### config.mk
export PLATFORM = sky130hd
export DESIGN_NAME = load_store_unit
export DESIGN_NICKNAME = d
export VERILOG_FILES = /design/src/rtl/load_store_unit.sv
export SDC_FILE = /design/constraint.sdc
export NUM_CORES = 1
export LEC_CHECK = 0
export BUFFER_PORTS_ARGS = -buffer_cell sky130_fd_sc_hd__buf_2
export CORE_ASPECT_RATIO = 1.2
export CORE_UTILIZATION = 47
export DETAILED_ROUTE_END_ITERATION = 8
export GPL_ROUTABILITY_DRIVEN = 0
export PLACE_DENSITY_LB_ADDON = 0.3
export SYNTH_ARGS = -nofsm -noshare
export SYNTH_HDL_FRONTEND = slang
export SYNTH_SLANG_ARGS = --single-unit
### constraint.sdc
create_clock -name clk -period 2.1 [get_ports clk]
set_input_delay 0.42 -clock clk [delete_from_list [all_inputs] [get_ports clk]]
set_output_delay 0.42 -clock clk [all_outputs]
set_load 0.02 [all_outputs]
### src/rtl/load_store_unit.sv
// load_store_unit: byte/half/word load-store front end for a word-indexed DataMemory.
//   Loads extract a lane and sign/zero extend it. SW writes in one access cycle.
//   SB/SH do a read-modify-write (read cycle, then write cycle). Misaligned,
//   out-of-range and illegal-funct3 requests are answered with resp_err and
//   never touch memory.
// Ports:
//   clk, reset                  clock, synchronous active-high reset
//   req_valid/req_ready         request handshake (ready only when idle)
//   req_write/req_funct3        store flag and access size/sign code
//   req_addr/req_wdata          byte address, right-aligned store data
//   resp_valid/resp_ready       response handshake
//   resp_rdata/resp_err         extended load data (0 for stores/errors), error flag
//   mem_address/mem_write_data  word index and full write word toward DataMemory
//   mem_read/mem_write          DataMemory enables (never both high)
//   mem_read_data               DataMemory combinational read data
module load_store_unit #(
    parameter int unsigned MEM_WORDS = 1024
) (
    input  logic        clk,
    input  logic        reset,
    input  logic        req_valid,
    output logic        req_ready,
    input  logic        req_write,
    input  logic [2:0]  req_funct3,
    input  logic [31:0] req_addr,
    input  logic [31:0] req_wdata,
    output logic        resp_valid,
    input  logic        resp_ready,
    output logic [31:0] resp_rdata,
    output logic        resp_err,
    output logic [31:0] mem_address,
    output logic [31:0] mem_write_data,
    output logic        mem_read,
    output logic        mem_write,
    input  logic [31:0] mem_read_data
);

    localparam int unsigned IDX_W = 30;
    localparam logic [IDX_W-1:0] MEM_WORDS_IDX = IDX_W'(MEM_WORDS);

    localparam logic [1:0] S_IDLE   = 2'd0;
    localparam logic [1:0] S_ACCESS = 2'd1;
    localparam logic [1:0] S_WRITE  = 2'd2;
    localparam logic [1:0] S_RESP   = 2'd3;

    logic [1:0]  state_q,  state_d;
    logic        write_q,  write_d;
    logic [2:0]  funct3_q, funct3_d;
    logic [31:0] addr_q,   addr_d;
    logic [31:0] wdata_q,  wdata_d;
    logic [31:0] merge_q,  merge_d;
    logic [31:0] rdata_q,  rdata_d;
    logic        err_q,    err_d;

    logic        req_misalign_c;
    logic        req_oor_c;
    logic        req_illegal_c;
    logic [4:0]  shamt_c;
    logic [31:0] rd_shifted_c;
    logic [31:0] lane_mask_c;
    logic [31:0] merged_c;
    logic [31:0] load_ext_c;

    // Request screening: size alignment, index range (all upper bits count), funct3 legality
    always_comb begin
        req_misalign_c = ((req_funct3[1:0] == 2'b01) && req_addr[0]) ||
                         ((req_funct3[1:0] == 2'b10) && (req_addr[1:0] != 2'b00));
        req_oor_c      = (req_addr[31:2] >= MEM_WORDS_IDX);
        if (req_write) begin
            req_illegal_c = !((req_funct3 == 3'b000) || (req_funct3 == 3'b001) ||
                              (req_funct3 == 3'b010));
        end else begin
            req_illegal_c = (req_funct3 == 3'b011) || (req_funct3[2:1] == 2'b11);
        end
    end

    // Lane extraction and sub-word merge, both keyed by the byte offset of the latched address
    always_comb begin
        shamt_c      = {addr_q[1:0], 3'b000};
        rd_shifted_c = mem_read_data >> shamt_c;
        lane_mask_c  = ((funct3_q[1:0] == 2'b00) ? 32'h0000_00FF : 32'h0000_FFFF) << shamt_c;
        merged_c     = (mem_read_data & ~lane_mask_c) | ((wdata_q << shamt_c) & lane_mask_c);
        case (funct3_q)
            3'b000:  load_ext_c = {{24{rd_shifted_c[7]}}, rd_shifted_c[7:0]};
            3'b001:  load_ext_c = {{16{rd_shifted_c[15]}}, rd_shifted_c[15:0]};
            3'b010:  load_ext_c = rd_shifted_c;
            3'b100:  load_ext_c = {24'h0, rd_shifted_c[7:0]};
            3'b101:  load_ext_c = {16'h0, rd_shifted_c[15:0]};
            default: load_ext_c = 32'h0;
        endcase
    end

    // Next-state and memory-side decode
    always_comb begin
        state_d        = state_q;
        write_d        = write_q;
        funct3_d       = funct3_q;
        addr_d         = addr_q;
        wdata_d        = wdata_q;
        merge_d        = merge_q;
        rdata_d        = rdata_q;
        err_d          = err_q;
        mem_address    = 32'h0;
        mem_write_data = 32'h0;
        mem_read       = 1'b0;
        mem_write      = 1'b0;

        case (state_q)
            S_IDLE: begin
                if (req_valid) begin
                    write_d  = req_write;
                    funct3_d = req_funct3;
                    addr_d   = req_addr;
                    wdata_d  = req_wdata;
                    rdata_d  = 32'h0;
                    err_d    = req_misalign_c || req_oor_c || req_illegal_c;
                    state_d  = (req_misalign_c || req_oor_c || req_illegal_c) ? S_RESP : S_ACCESS;
                end
            end
            S_ACCESS: begin
                mem_address = {2'b00, addr_q[31:2]};
                if (!write_q) begin
                    mem_read = 1'b1;
                    rdata_d  = load_ext_c;
                    state_d  = S_RESP;
                end else if (funct3_q == 3'b010) begin
                    mem_write      = 1'b1;
                    mem_write_data = wdata_q;
                    state_d        = S_RESP;
                end else begin
                    mem_read = 1'b1;
                    merge_d  = merged_c;
                    state_d  = S_WRITE;
                end
            end
            S_WRITE: begin
                mem_address    = {2'b00, addr_q[31:2]};
                mem_write      = 1'b1;
                mem_write_data = merge_q;
                state_d        = S_RESP;
            end
            default: begin
                if (resp_ready) begin
                    state_d = S_IDLE;
                end
            end
        endcase

        // A reset cycle must never reach memory, so an interrupted RMW leaves it untouched
        if (reset) begin
            mem_read  = 1'b0;
            mem_write = 1'b0;
        end
    end

    always_ff @(posedge clk) begin
        if (reset) begin
            state_q  <= S_IDLE;
            write_q  <= 1'b0;
            funct3_q <= 3'b000;
            addr_q   <= 32'h0;
            wdata_q  <= 32'h0;
            merge_q  <= 32'h0;
            rdata_q  <= 32'h0;
            err_q    <= 1'b0;
        end else begin
            state_q  <= state_d;
            write_q  <= write_d;
            funct3_q <= funct3_d;
            addr_q   <= addr_d;
            wdata_q  <= wdata_d;
            merge_q  <= merge_d;
            rdata_q  <= rdata_d;
            err_q    <= err_d;
        end
    end

    assign req_ready  = (state_q == S_IDLE);
    assign resp_valid = (state_q == S_RESP);
    assign resp_rdata = rdata_q;
    assign resp_err   = err_q;

endmodule

* Word level (Yosys, flattened, before mapping) *
Cells that the tools add are included.

word-level totals
  flip-flop bits (word level) = 135
  bits of input ports = 104
  output and inout bits = 101

operators by class
  $lt $le $gt $ge = 1
  eq/ne operators = 15
  shifts and indexed selects = 3
  muxes and demuxes = 24
  bitwise operators = 5
  reduce and logical (&&, ||, !) cells = 21

operator list
  cell                                                                  number
  one-hot mux 32 bit (5 select lines)                                   1
  two-way mux 32 bit                                                    4
  one-hot mux 32 bit (2 select lines)                                   2
  bitwise AND 32 bit                                                    2
  inverter 32 bit                                                       1
  bitwise OR 32 bit                                                     1
  << shifter 16 x 5 -> 32 bit                                           1
  << shifter 32 x 5 -> 32 bit                                           1
  >> shifter 32 x 5 -> 32 bit                                           1
  greater-or-equal comparator 30 x 11 -> 1 bit (second input constant)  1
  two-way mux 30 bit                                                    1
  two-way mux 16 bit                                                    1
  two-way mux 1 bit                                                     10
  equality test 3 x 2 -> 1 bit (second input constant)                  3
  equality test 2 bit (second input constant)                           4
  equality test 3 x 1 -> 1 bit (second input constant)                  2
  equality test 3 bit (second input constant)                           2
  zero test 3 bit                                                       2
  logical OR 1 bit                                                      6
  two-way mux 2 bit                                                     3
  one-hot mux 2 bit (3 select lines)                                    1
  AND reduction 3 bit                                                   2
  equality test 2 x 1 -> 1 bit (second input constant)                  2
  zero test 2 bit                                                       2
  9 further kinds                                                       13

* Depth between registers and ports, before layout *
Gate-level depths: netlist of the first run.

  word-level depth = 9
  depth in mapped cells = 8
  gate-level depth less buffers = 6

* Worst setup path before layout of the first run *
Ideal clock, no wire load.

  path type = register to output
  start = reg funct3_q[1]
  end = out mem_write
  arrival time = 1859 ps
  data required time = 1680 ps
  path slack = -179 ps
  stages on the path, launching flop included = 7
  path buffers = 2
  path through = dfxtp_1 -> buf_2 -> or3b_4 -> nor2_4 -> buf_2 -> nor2_1 -> nor3b_1

on the way
  cells in the longest elaborated chain, start to end = 5

RTL lines
  element                             line  text
  from (decl)                         48    logic [2:0] funct3_q, funct3_d;
  from (signal assigned)              169   funct3_q <= funct3_d;
  equality test 3 x 2 -> 1 bit        126   end else if (funct3_q == 3'b010) begin
  two-way mux 1 bit                   126
  two-way mux 1 bit                   122   if (!write_q) begin
  one-hot mux 1 bit (2 select lines)  108   case (state_q)
  two-way mux 1 bit                   150   if (reset) begin
  to (decl)                           34    output logic mem_write,

Every way passes these cells.

* Worst setup path after layout of the first run *
  start = reg funct3_q[2]
  end = out mem_write_data[2]

on the way
  cells in the longest elaborated chain, start to end = 4

RTL lines
  element                              line  text
  equality test 3 x 2 -> 1 bit         126
  two-way mux 32 bit                   126
  two-way mux 32 bit                   122
  one-hot mux 32 bit (2 select lines)  108
  to (decl)                            32    output logic [31:0] mem_write_data,

Every way passes these cells.

==> results of run 1 <==
==> power by group through the flow <==
stage	Clock (W)	Sequential, W	Combinational, W
global placement	0	0.00321	0.00326
CTS	0.00279	0.00317	0.00334
detailed placement	0	0.00323	0.00330
finish	0.00277	0.00320	0.00438
floorplan	0	0.00325	0.00216
global route	0.00289	0.00324	0.00465
==> worst max-delay path, delay by kind of cell (launching register included) <==
kind                   cells  cell delay, ps
AO/OA/AOI/OAI              1              80
flip-flops                 1             320
buffers and inverters      2             340
AND/OR/NAND/NOR            3             740
==> per-stage QoR <==
stage	hold slack, ps	setup slack (ps)	total power [W]	util, %
after floorplan	432	0.116	0.00540	-
after global placement	437	28.0	0.00647	56.9
after detailed placement	443	-86.7	0.00652	56.9
after CTS	224	-225	0.00931	61.5
after global routing	233	-295	0.0108	64.3
final	232	-221	0.0104	64.3
==> layer usage <==
metal	routed length, microns	share of wire [%]	GRT usage (%)
met5	0	0	0
met4	597	2.7	11.3
met3	1550	7.0	7.72
met2	10500	47	44.4
met1	9670	43	35.0
==> timing repair <==
item / 4_1_cts / 5_1_grt
resized for setup: 46 / 70
endpoints found under the setup margin: 80 / 72
gates cloned: 0 / 7
pin swaps: 0 / 11
buffers inserted: 0 / 8
hold buffers: 0 / 0
==> sequential cells by signal, summed over array words and instances, names as in the netlist <==
signal / flops
write_q: 1
resp_rdata: 32
wdata_q: 32
addr_q: 32
merge_q: 32
resp_err: 1
funct3_q: 3
state_q: 2
==> synth_stat cells, drive strengths merged, types with 9 or more instances <==
master | count | area (sq um)
nor2 | 53 | 206
a221o | 16 | 171
mux2 | 9 | 101
dfxtp | 135 | 2700
a22oi | 33 | 248
o21ai | 25 | 129
clkbuf | 51 | 193
mux2i | 27 | 270
a211oi | 10 | 75.1
o22ai | 9 | 56.3
nor3b | 11 | 82.6
nand2 | 164 | 616
a21oi | 87 | 435
nor2b | 43 | 269
a311oi | 16 | 140
nand2b | 20 | 133
buf | 26 | 153
and2 | 38 | 238
o31ai | 10 | 80.1
==> path summary, 6_finish.rpt <==
kind	from	to	slack (ps)	depth (start not counted)
worst max-delay path	funct3_q[2]	mem_write_data[2]	-220	6
worst min-delay path	req_addr[2]	addr_q[2]	230	3
worst max register to register	state_q[1]	resp_rdata[24]	200	7
worst min register to register	addr_q[9]	addr_q[9]	450	2
==> cell families (layout without fill, tap and decap cells) <==
| logic type | after synthesis | in the layout | synth area share, % |
|---|---|---|---|
| simple gates | 348 | 348 | 24.6 |
| mux | 37 | 37 | 5.73 |
| fa+ha+maj | 4 | 4 | 0.727 |
| compound gates | 243 | 243 | 24.4 |
| other cells | 1 | 3 | 0.0545 |
| flops | 135 | 135 | 39.3 |
| buf+inv | 81 | 280 | 5.24 |
==> layout make-up <==
| type | instances | share of cell area (%) |
|---|---|---|
| timing repair buffer | 249 | 19.8 |
| antenna | 1 | 0.0271 |
| inverter | 4 | 0.190 |
| clock inverter | 4 | 0.515 |
| sequential | 135 | 29.4 |
| multi-input combinational | 634 | 42.5 |
| tap | 175 | 2.37 |
| clock buffer | 23 | 5.29 |
==> impl_summary.md, run 1 <==
Floorplan
The starting density of the core is 47.9%. From left edge to right edge, the die measures 112 microns. The area enclosed by the die boundary is 0.0151 sq mm. The die is 135 microns tall. The row count is 48. The region available for standard cell placement spans 0.0144 sq mm. The total I/O pin count is just over 200.

Power
The net load switching power is 0.00375 W. Of the total power, combinational logic draws 42.3%. VDD sags by at most approximately 0.67 mV. The relative contribution of sequential cells to total power is 30.9%. Power spread over the standard cell area amounts to between 1000 and 1500 mW/mm^2. The switching share of total power is 36.2%.

The part of the power in the clock network is 26.8%. The internal portion of the total power is 0.00660 W. The analysis attributes to cell leakage a power of 3.74 nW.

Drt
The total number of vias is 7043. After detailed routing, the number of remaining DRC violations is 0. The number of search-and-repair iterations in the first detailed-routing pass is 5. The number of design-rule violations left by the first detailed-router iteration is 618. The detail route stage leaves a number of antenna-violating nets equal to 0. After detailed routing, the average wire length per cell comes to 18.2 microns. The total wire length is between 20000 and 25000 microns.

After detailed routing, the number of vias per cell comes to 5.75.

Place
The HPWL after detailed placement is 14900 microns. The post-placement cell area is 0.00816 sq mm. Port buffering added 202 buffers. Counting tap cells, the placed design contains a total of 1182 instances.

Synth
The average instance in the mapped netlist occupies 8.11 sq um. Summing every instance area after synthesis gives 0.00688 sq mm. The most used flip-flop cell after synthesis is dfxtp_1. The share of flip-flops with an asynchronous set or reset after synthesis is 0%. In this run, synthesis produced a sequential element count of 135. The total number of yosys warnings is 0. Sequential cells were found to cover 39.3% of the synthesized design area. The synthesized design contains 0 enable-type register cells. The synthesized instance count is between 800 and 900. Counting distinct cell types in the post-synthesis netlist gives 55.

CTS
The total clock buffers created by CTS is 17. The insertion delay to the later sink of the worst-skew pair is 420 ps. No sink is reached through more buffers than the 2 on the longest clock path. The number of H-tree levels is 4. The clock tree from TritonCTS is built. In this run the clock root is driven by a clkbuf_16. The TritonCTS sink count is between 100 and 150. The clock input transition at the sequential cells of the worst setup and hold paths is roughly 50 ps.

Setup path
STA classifies the critical path endpoint as a primary output. The critical-path cell with the highest stage delay is or3b_4. The required time at the endpoint of the critical path is 1680 ps. The largest driver fanout on the critical path is 11.

Traced cell by cell, the critical path runs through or3b_4 -> nor2_4 -> buf_6 -> a22oi_1 -> nor2b_1 -> buf_4. On the worst path, the slowest cell contributes a delay of 410 ps. The critical path start-end classification is reg2out. Data on the critical path arrives at its endpoint at ~1900 ps. STA classifies the critical path startpoint as a flip-flop.

Timing
The number of hold violations in the final report was 0. The post-route clock skew is just under 9 ps. The share of the cycle needed by the critical path after routing is 111%. The max-slew violation count is 0. The slew at the pin with the worst max-slew slack is between 900 and 1000 ps. The sum of negative setup slack is -5760 ps. In this run the tightest slew margin relative to its limit is 37.1%. Timing would allow up to 431 MHz. The minimum clock period after layout is 2320 ps. Setup repair after global routing could not meet its margin everywhere. After layout, the worst setup slack is -221 ps.

Setup violations remaining at the end of the flow were counted as 52.

Final layout
The area growth from synthesis to layout is 34.1%. The total of fill cells in the finished design is 1286. At the end of the flow, the number of nets in the layout was 1149.

In the final layout, the multi-input gates occupy 0.00392 sq mm. In the final layout, the share of cells above drive strength 1 is 32.7%. After the flow finishes, the layout carries non-filler instances totaling 1225. Once layout is done, the placed cells without fillers occupy 0.00923 sq mm. The library cells used most frequently in the layout, excluding fill and tap cells, are nand2_1, buf_2, dfxtp_1, a21oi_1, buf_4. Summing all flip-flop and latch instances after layout gives between 0.002 and 0.003 sq mm. The most common cell after layout, fill and taps aside is nand2_1.

Status
The run finished, with violations left. The checks that failed: setup timing.

Job
The tool flagged a number of max-cap violations equal to 0.

Global route
The first-pass GRT wire length is 32500 microns. The leftover overflow at the end of global routing is 0. The initial antenna violation count was 0. The maximum number of pins on one net before global-route repair is 53.

The via count of the first global-routing pass is 6459. Global routing used between 20 and 30% of the available tracks across all layers.

Hold path
The class of the tightest hold or removal check is in2reg.
Power figures use the tool's default switching activity.
==> run 2: changes to the inputs <==
Settings changed: CORE_UTILIZATION 47 to 45.
==> impl_summary.md, run 2 (synthesis gave the netlist of run 1 again) <==
Final layout
Highest-count cells in the layout ignoring fill and taps: nand2_1, buf_2, dfxtp_1, a21oi_1, buf_4 (unchanged). The core occupancy in the finished layout is 62.3% (was 64.3%). The post-layout net count is 1150 (was 1149). The non-filler instance count after layout is 1259 (was 1225). The fraction of final layout cells sized beyond drive strength 1 is 33.6% (was 32.7%). The total inserted antenna cells was 0 (was 1).

The most common cell after layout, fill and taps aside is nand2_1 (unchanged). The layout-stage area growth over the synthesis result is 35.5% (was 34.1%).

Place
The cell count after placement came to 1215 (was 1182). The number of buffers added on ports is 202 (unchanged). The placement-stage worst setup slack is -112 ps (was -86.7 ps). The HPWL after detailed placement came to 15200 microns (was 14900 microns).

Setup path
The data arrival time of the critical path came to 1930 ps (was 1900 ps). The launch point of the worst reg-to-reg path is state_q[0] (was state_q[1]). The required time at the endpoint of the critical path is 1680 ps (about the same).

The sort of element at the start of the critical path is a flip-flop (unchanged). The largest driver fanout on the critical path is 8 (was 11). The start point of the critical path is funct3_q[2] (unchanged). The kind of end point of the critical path is a primary output (unchanged). The critical path start-end classification was reg2out (unchanged).

CTS
The number of H-tree levels is 4 (unchanged). The clock input transition at the sequential cells of the worst setup and hold paths came to 60 ps (was 50 ps). The clock tree from TritonCTS was built (unchanged). The CTS root buffer is clkbuf_16 (unchanged). The hold buffer count at cts came to 0 (unchanged). The total clock buffers created by CTS is 17 (unchanged). The TritonCTS sink count was 135 (unchanged). The insertion delay to the later sink of the worst-skew pair is 420 ps (about the same).

The maximum number of buffers from clock root to sink came to 2 (unchanged).

Timing
The max-slew violation count came to 0 (unchanged). The number of hold violations in the final report was 0 (unchanged). The share of the cycle needed by the critical path after routing is 112% (was 111%). The sum of negative setup slack is -7890 ps (was -5760 ps). The post-route clock skew is 8.59 ps (was 8.77 ps). The remaining max-slew budget at the tightest pin is 33.6% (was 37.1%). The worst path setup slack after routing is -250 ps (was -221 ps). The final setup violation count is 38 (was 52). The slew at the pin with the worst max-slew slack is 989 ps (was 938 ps).

The minimum clock period after layout came to 2350 ps (was 2320 ps). Setup repair after global routing missed its margin: true (unchanged). The highest attainable clock frequency is 426 MHz (was 431 MHz).

Drt
The number of design-rule violations left by the first detailed-router iteration was 572 (was 618). The remaining antenna violation count after routing is 0 (unchanged). The total wire length was 22300 microns (about the same).

The count of unresolved DRC violations after routing is 0 (unchanged). The ratio of routed vias to standard cells is 5.61 (was 5.75). The number of search-and-repair iterations in the first detailed-routing pass is 5 (unchanged). The total number of vias is 7069 (was 7043). The routed length per placed instance came to 17.7 microns (was 18.2 microns).

Power
The net load switching power was 0.00360 W (was 0.00375 W). The part of the power in the clock network is 28.9% (was 26.8%). The cell area power density came to 1080 mW/mm^2 (was 1120 mW/mm^2).

The overall power came to 0.0101 W (was 0.0104 W). The internal power contribution was 0.00647 W (was 0.00660 W). The relative contribution of sequential cells to total power is 31.9% (was 30.9%). The share of total power in combinational logic is 39.2% (was 42.3%).

The maximum VDD drop is 0.682 mV (was 0.671 mV). The leakage component of the power came to 3.76 nW (was 3.74 nW). The switching share of total power was 35.8% (was 36.2%).

Floorplan
The y dimension of the die came to 137 microns (was 135 microns). The row count is 49 (was 48). The starting density of the core is 46.0% (was 47.9%). The total I/O pin count is 205 (unchanged). The floorplan core area is 0.0150 sq mm (was 0.0144 sq mm).

The area enclosed by the die boundary is 0.0158 sq mm (was 0.0151 sq mm). The x dimension of the die came to 115 microns (was 112 microns).

Hold path
The class of the tightest hold or removal check was in2reg (unchanged). The start point of the worst min-delay path is req_wdata[29] (was req_addr[2]).

Status
Outcome: complete, but fails checks (unchanged). Violated checks: setup timing (unchanged).

Job
The number of max-capacitance violations reported came to 0 (unchanged).

Global route
The global router's overall resource usage is 27.3% (was 27.6%). The leftover overflow at the end of global routing came to 0 (unchanged). The first-pass GRT wire length is 32800 microns (was 32500 microns). The maximum number of pins on one net before global-route repair was 51 (was 53). The initial antenna violation count came to 0 (unchanged).

The via count of the first global-routing pass was 6282 (was 6459).
## run 2: changes by cell type in the layout (fill, tap and decap cells not counted), moves of 2 or more
cell      change
a22oi_1       -5
a22oi_2       +5
buf_2         +8
buf_4         -3
buf_6         -5
clkbuf_1      +2
clkinv_2      +2
## run 2: final cells by class
type	instances	area [sq um]
Clock buffer	24	482
Multi-Input combinational cell	634	3960
Tap cell	204	255
Timing Repair Buffer	250	1800
Sequential cell	135	2710
Inverter	4	17.5
Fill cell	1338	5640
Clock inverter	8	96.3
## run 2: power groups by stage
stage,sequential [W],clock [W],combinational (W)
global placement,0.00322,0,0.00327
global route,0.00324,0.00305,0.00425
floorplan,0.00325,0,0.00216
CTS,0.00318,0.00294,0.00351
detailed placement,0.00323,0,0.00331
finish,0.00321,0.00292,0.00395
## run 2: what timing repair did
| action | in CTS | in global routing |
|---|---|---|
| pin swaps | 3 | 10 |
| gates cloned | 3 | 3 |
| setup buffers | 3 | 6 |
| setup endpoints to repair | 80 | 79 |
| resized for setup | 51 | 74 |
## run 2: per-layer routing
layer / routed length (microns) / GRT usage (%) / vias up
met2: 10500 / 42.2 / 325
li1: - / - / 3385
met1: 9280 / 35.5 / 3304
met3: 1820 / 6.60 / 55
met5: 0 / 0 / -
met4: 656 / 13.1 / 0
## run 2: worst paths after layout
check,endpoint,slack [ps],depth (start not counted)
max reg2reg,state_q[1],100,9
min,wdata_q[29],230,3
max,mem_write_data[27],-250,7
min reg2reg,addr_q[15],450,2
## run 2: stage by stage
step	hold WS (ps)	instance area, sq um
after floorplan	432	6910
after global placement	437	8200
after detailed placement	442	8200
after CTS	222	9030
after global routing	227	9320
final	232	9320
## run 2: critical path: stages, from the launching register on
cell	delay, ps
dfxtp_2	320
or3b_4	410
nor2_4	130
buf_12	140
clkbuf_16	160
a22oi_1	70
nor2b_1	130
buf_4	150
==> run 3: changes to the inputs <==
Settings changed: CORE_ASPECT_RATIO 1.2 to default.
==> impl_summary.md, run 3 (synthesis gave the netlist of run 1 again) <==
Timing
The post-route clock skew is 6.10 ps (was 8.59 ps). The worst path setup slack after routing came to -234 ps (was -250 ps). The slew at the pin with the worst max-slew slack was 1160 ps (was 989 ps). The share of the cycle needed by the critical path after routing is 111% (was 112%). The max-slew violation count is 0 (unchanged). The final setup violation count was 41 (was 38).

The minimum clock period after layout is 2330 ps (was 2350 ps). The number of hold violations in the final report came to 0 (unchanged). The worst hold margin came to 222 ps (was 232 ps). Setup repair after global routing missed its margin: true (unchanged). The remaining max-slew budget at the tightest pin is 21.9% (was 33.6%). The highest attainable clock frequency came to 428 MHz (was 426 MHz).

Drt
The number of search-and-repair iterations in the first detailed-routing pass is 7 (was 5). The number of design-rule violations left by the first detailed-router iteration is 701 (was 572). The count of unresolved DRC violations after routing came to 15 (was 0). The total wire length is 23000 microns (was 22300 microns).

The met3 wire length is 2040 microns (was 1820 microns). The routed length on met2 is 10300 microns (was 10500 microns). The ratio of routed vias to standard cells was 5.79 (was 5.61). The highest metal layer used by the detailed router is met4 (unchanged). The remaining antenna violation count after routing is 0 (unchanged). The post-route met1 wirelength is 10000 microns (was 9280 microns). The total number of vias is 7135 (was 7069). The routed length per placed instance is 18.7 microns (was 17.7 microns).

Floorplan
The total I/O pin count came to 205 (unchanged). The x dimension of the die was 126 microns (was 115 microns). The floorplan core area is 0.0148 sq mm (was 0.0150 sq mm).

The starting density of the core is 46.6% (was 46.0%). The y dimension of the die is 126 microns (was 137 microns). The area enclosed by the die boundary is 0.0158 sq mm (about the same).

The row count came to 44 (was 49).

CTS
The CTS root buffer was clkbuf_16 (unchanged). The clock input transition at the sequential cells of the worst setup and hold paths is 60 ps (about the same). The total clock buffers created by CTS was 17 (unchanged).

The insertion delay to the later sink of the worst-skew pair was 430 ps (was 420 ps). The clock tree from TritonCTS is built (unchanged). The TritonCTS sink count was 135 (unchanged). The hold buffer count at cts is 0 (unchanged). The maximum number of buffers from clock root to sink is 2 (unchanged). The number of H-tree levels is 4 (unchanged).

Final layout
The total of fill cells in the finished design is 1303 (was 1338). The fraction of final layout cells sized beyond drive strength 1 is 34.4% (was 33.6%). The core occupancy in the finished layout came to 63.1% (was 62.3%).

The post-layout net count is 1145 (was 1150). The total inserted antenna cells is 0 (unchanged). The layout-stage area growth over the synthesis result came to 35.2% (was 35.5%). The most common cell after layout, fill and taps aside is nand2_1 (unchanged). Highest-count cells in the layout ignoring fill and taps: nand2_1, buf_2, dfxtp_1, a21oi_1, buf_4 (unchanged). The post-route standard cell area excluding fillers is 0.00931 sq mm (was 0.00932 sq mm).

Setup path
The largest driver fanout on the critical path is 17 (was 8). Ordered list of cells on the worst path: or3b_4 -> nor2_4 -> buf_12 -> a22oi_1 -> nor2b_1 -> buf_4 (was or3b_4 -> nor2_4 -> buf_12 -> clkbuf_16 -> a22oi_1 -> nor2b_1 -> buf_4). The critical path start-end classification is reg2out (unchanged).

The sort of element at the start of the critical path was a flip-flop (unchanged). The worst stage delay on the critical path is 410 ps (about the same). The required time at the endpoint of the critical path came to 1680 ps (about the same). The kind of end point of the critical path was a primary output (unchanged).

The data arrival time of the critical path was 1910 ps (was 1930 ps). The cell class contributing the biggest share of worst-path delay was simple AND/OR/NAND/NOR gates (unchanged). The number of buffers and inverters on the critical path is 2 (was 3). The critical-path cell with the highest stage delay was or3b_4 (unchanged).

Power
The part of the power in the clock network came to 28.4% (was 28.9%). The net load switching power is 0.00367 W (was 0.00360 W). The cell area power density was 1080 mW/mm^2 (about the same). The relative contribution of sequential cells to total power is 32.3% (was 31.9%).

The leakage component of the power is 3.74 nW (was 3.76 nW). The share of total power in combinational logic is 39.3% (was 39.2%). The maximum VDD drop was 0.744 mV (was 0.682 mV). The switching share of total power was 36.6% (was 35.8%). The internal power contribution is 0.00637 W (was 0.00647 W).

Place
The HPWL after detailed placement is 15100 microns (was 15200 microns). The number of buffers added on ports came to 202 (unchanged). The post-placement cell area is 0.00816 sq mm (was 0.00820 sq mm).

Status
Violated checks: DRC, setup timing (was setup timing). Outcome: complete, but fails checks (unchanged).

Hold path
The class of the tightest hold or removal check is in2reg (unchanged).

Global route
The global router's overall resource usage is 29.0% (was 27.3%). The maximum number of pins on one net before global-route repair came to 57 (was 51). The initial antenna violation count is 0 (unchanged). The via count of the first global-routing pass is 6505 (was 6282). The first-pass GRT wire length is 35500 microns (was 32800 microns). The leftover overflow at the end of global routing is 0 (unchanged).

Job
The number of max-capacitance violations reported is 0 (unchanged).
run 3: cell types whose count changed in the layout (fill, tap and decap cells not counted), moves of 9 or more:
cell / before / now
buf_4: 59 / 68
a22oi_2: 5 / 18
buf_2: 151 / 140
a22oi_1: 28 / 15
run 3: worst reg2reg max path: cells and delay by family (launching register included):
family                 cells  cell delay [ps]
AND/OR/NAND/NOR            2             1110
AO/OA/AOI/OAI              1              210
flip-flops                 1              310
buffers and inverters      1              170
run 3: cell type report:
cell class                 count  area [sq um]  share of cell area [%]
timing repair buffer         245          1770                    19.0
clock buffer                  20           447                    4.80
sequential                   135          2720                    29.2
inverter                       4          17.5                   0.188
clock inverter                10           106                    1.14
tap                          184           230                    2.47
multi-input combinational    634          4020                    43.2
run 3: worst paths after layout:
| path | startpoint | endpoint | slack, ps | cells past startpoint |
|---|---|---|---|---|
| hold reg to reg | addr_q[28] | addr_q[28] | 450 | 2 |
| setup / recovery | funct3_q[0] | mem_write_data[26] | -230 | 6 |
| hold / removal | req_addr[5] | addr_q[5] | 220 | 3 |
| setup reg to reg | funct3_q[1] | merge_q[15] | 240 | 4 |
run 3: power by group through the flow:
stage / clock network, W / logic, W / registers [W]
CTS: 0.00287 / 0.00370 / 0.00322
global route: 0.00297 / 0.00427 / 0.00328
detailed placement: 0 / 0.00329 / 0.00325
global placement: 0 / 0.00326 / 0.00324
finish: 0.00285 / 0.00395 / 0.00324
floorplan: 0 / 0.00216 / 0.00325
run 3: per-layer routing:
metal	GRT usage, %	up-vias
met5	0	-
met4	12.8	0
met3	6.63	49
met2	42.7	334
met1	40.4	3376
li1	-	3376
run 3: through the flow:
step / setup slack, ps / setup TNS [ps] / total power (W) / std cells
after global routing: -327 / -9550 / 0.0105 / 1232
after detailed placement: -26.3 / -249 / 0.00653 / 1192
final: -234 / -6540 / 0.0100 / 1232
after floorplan: 0.116 / 0 / 0.00540 / 850
after global placement: 17.9 / 0 / 0.00649 / 1192
after CTS: -237 / -6950 / 0.00979 / 1229
run 3: repair_timing:
item                                   4_1_cts  5_1_grt
gates resized for setup                     91       46
endpoints found under the hold margin        0        0
pin swaps                                    3       12
cloned                                       4        2
buffers inserted                             3        2
setup endpoints to repair                   80       71
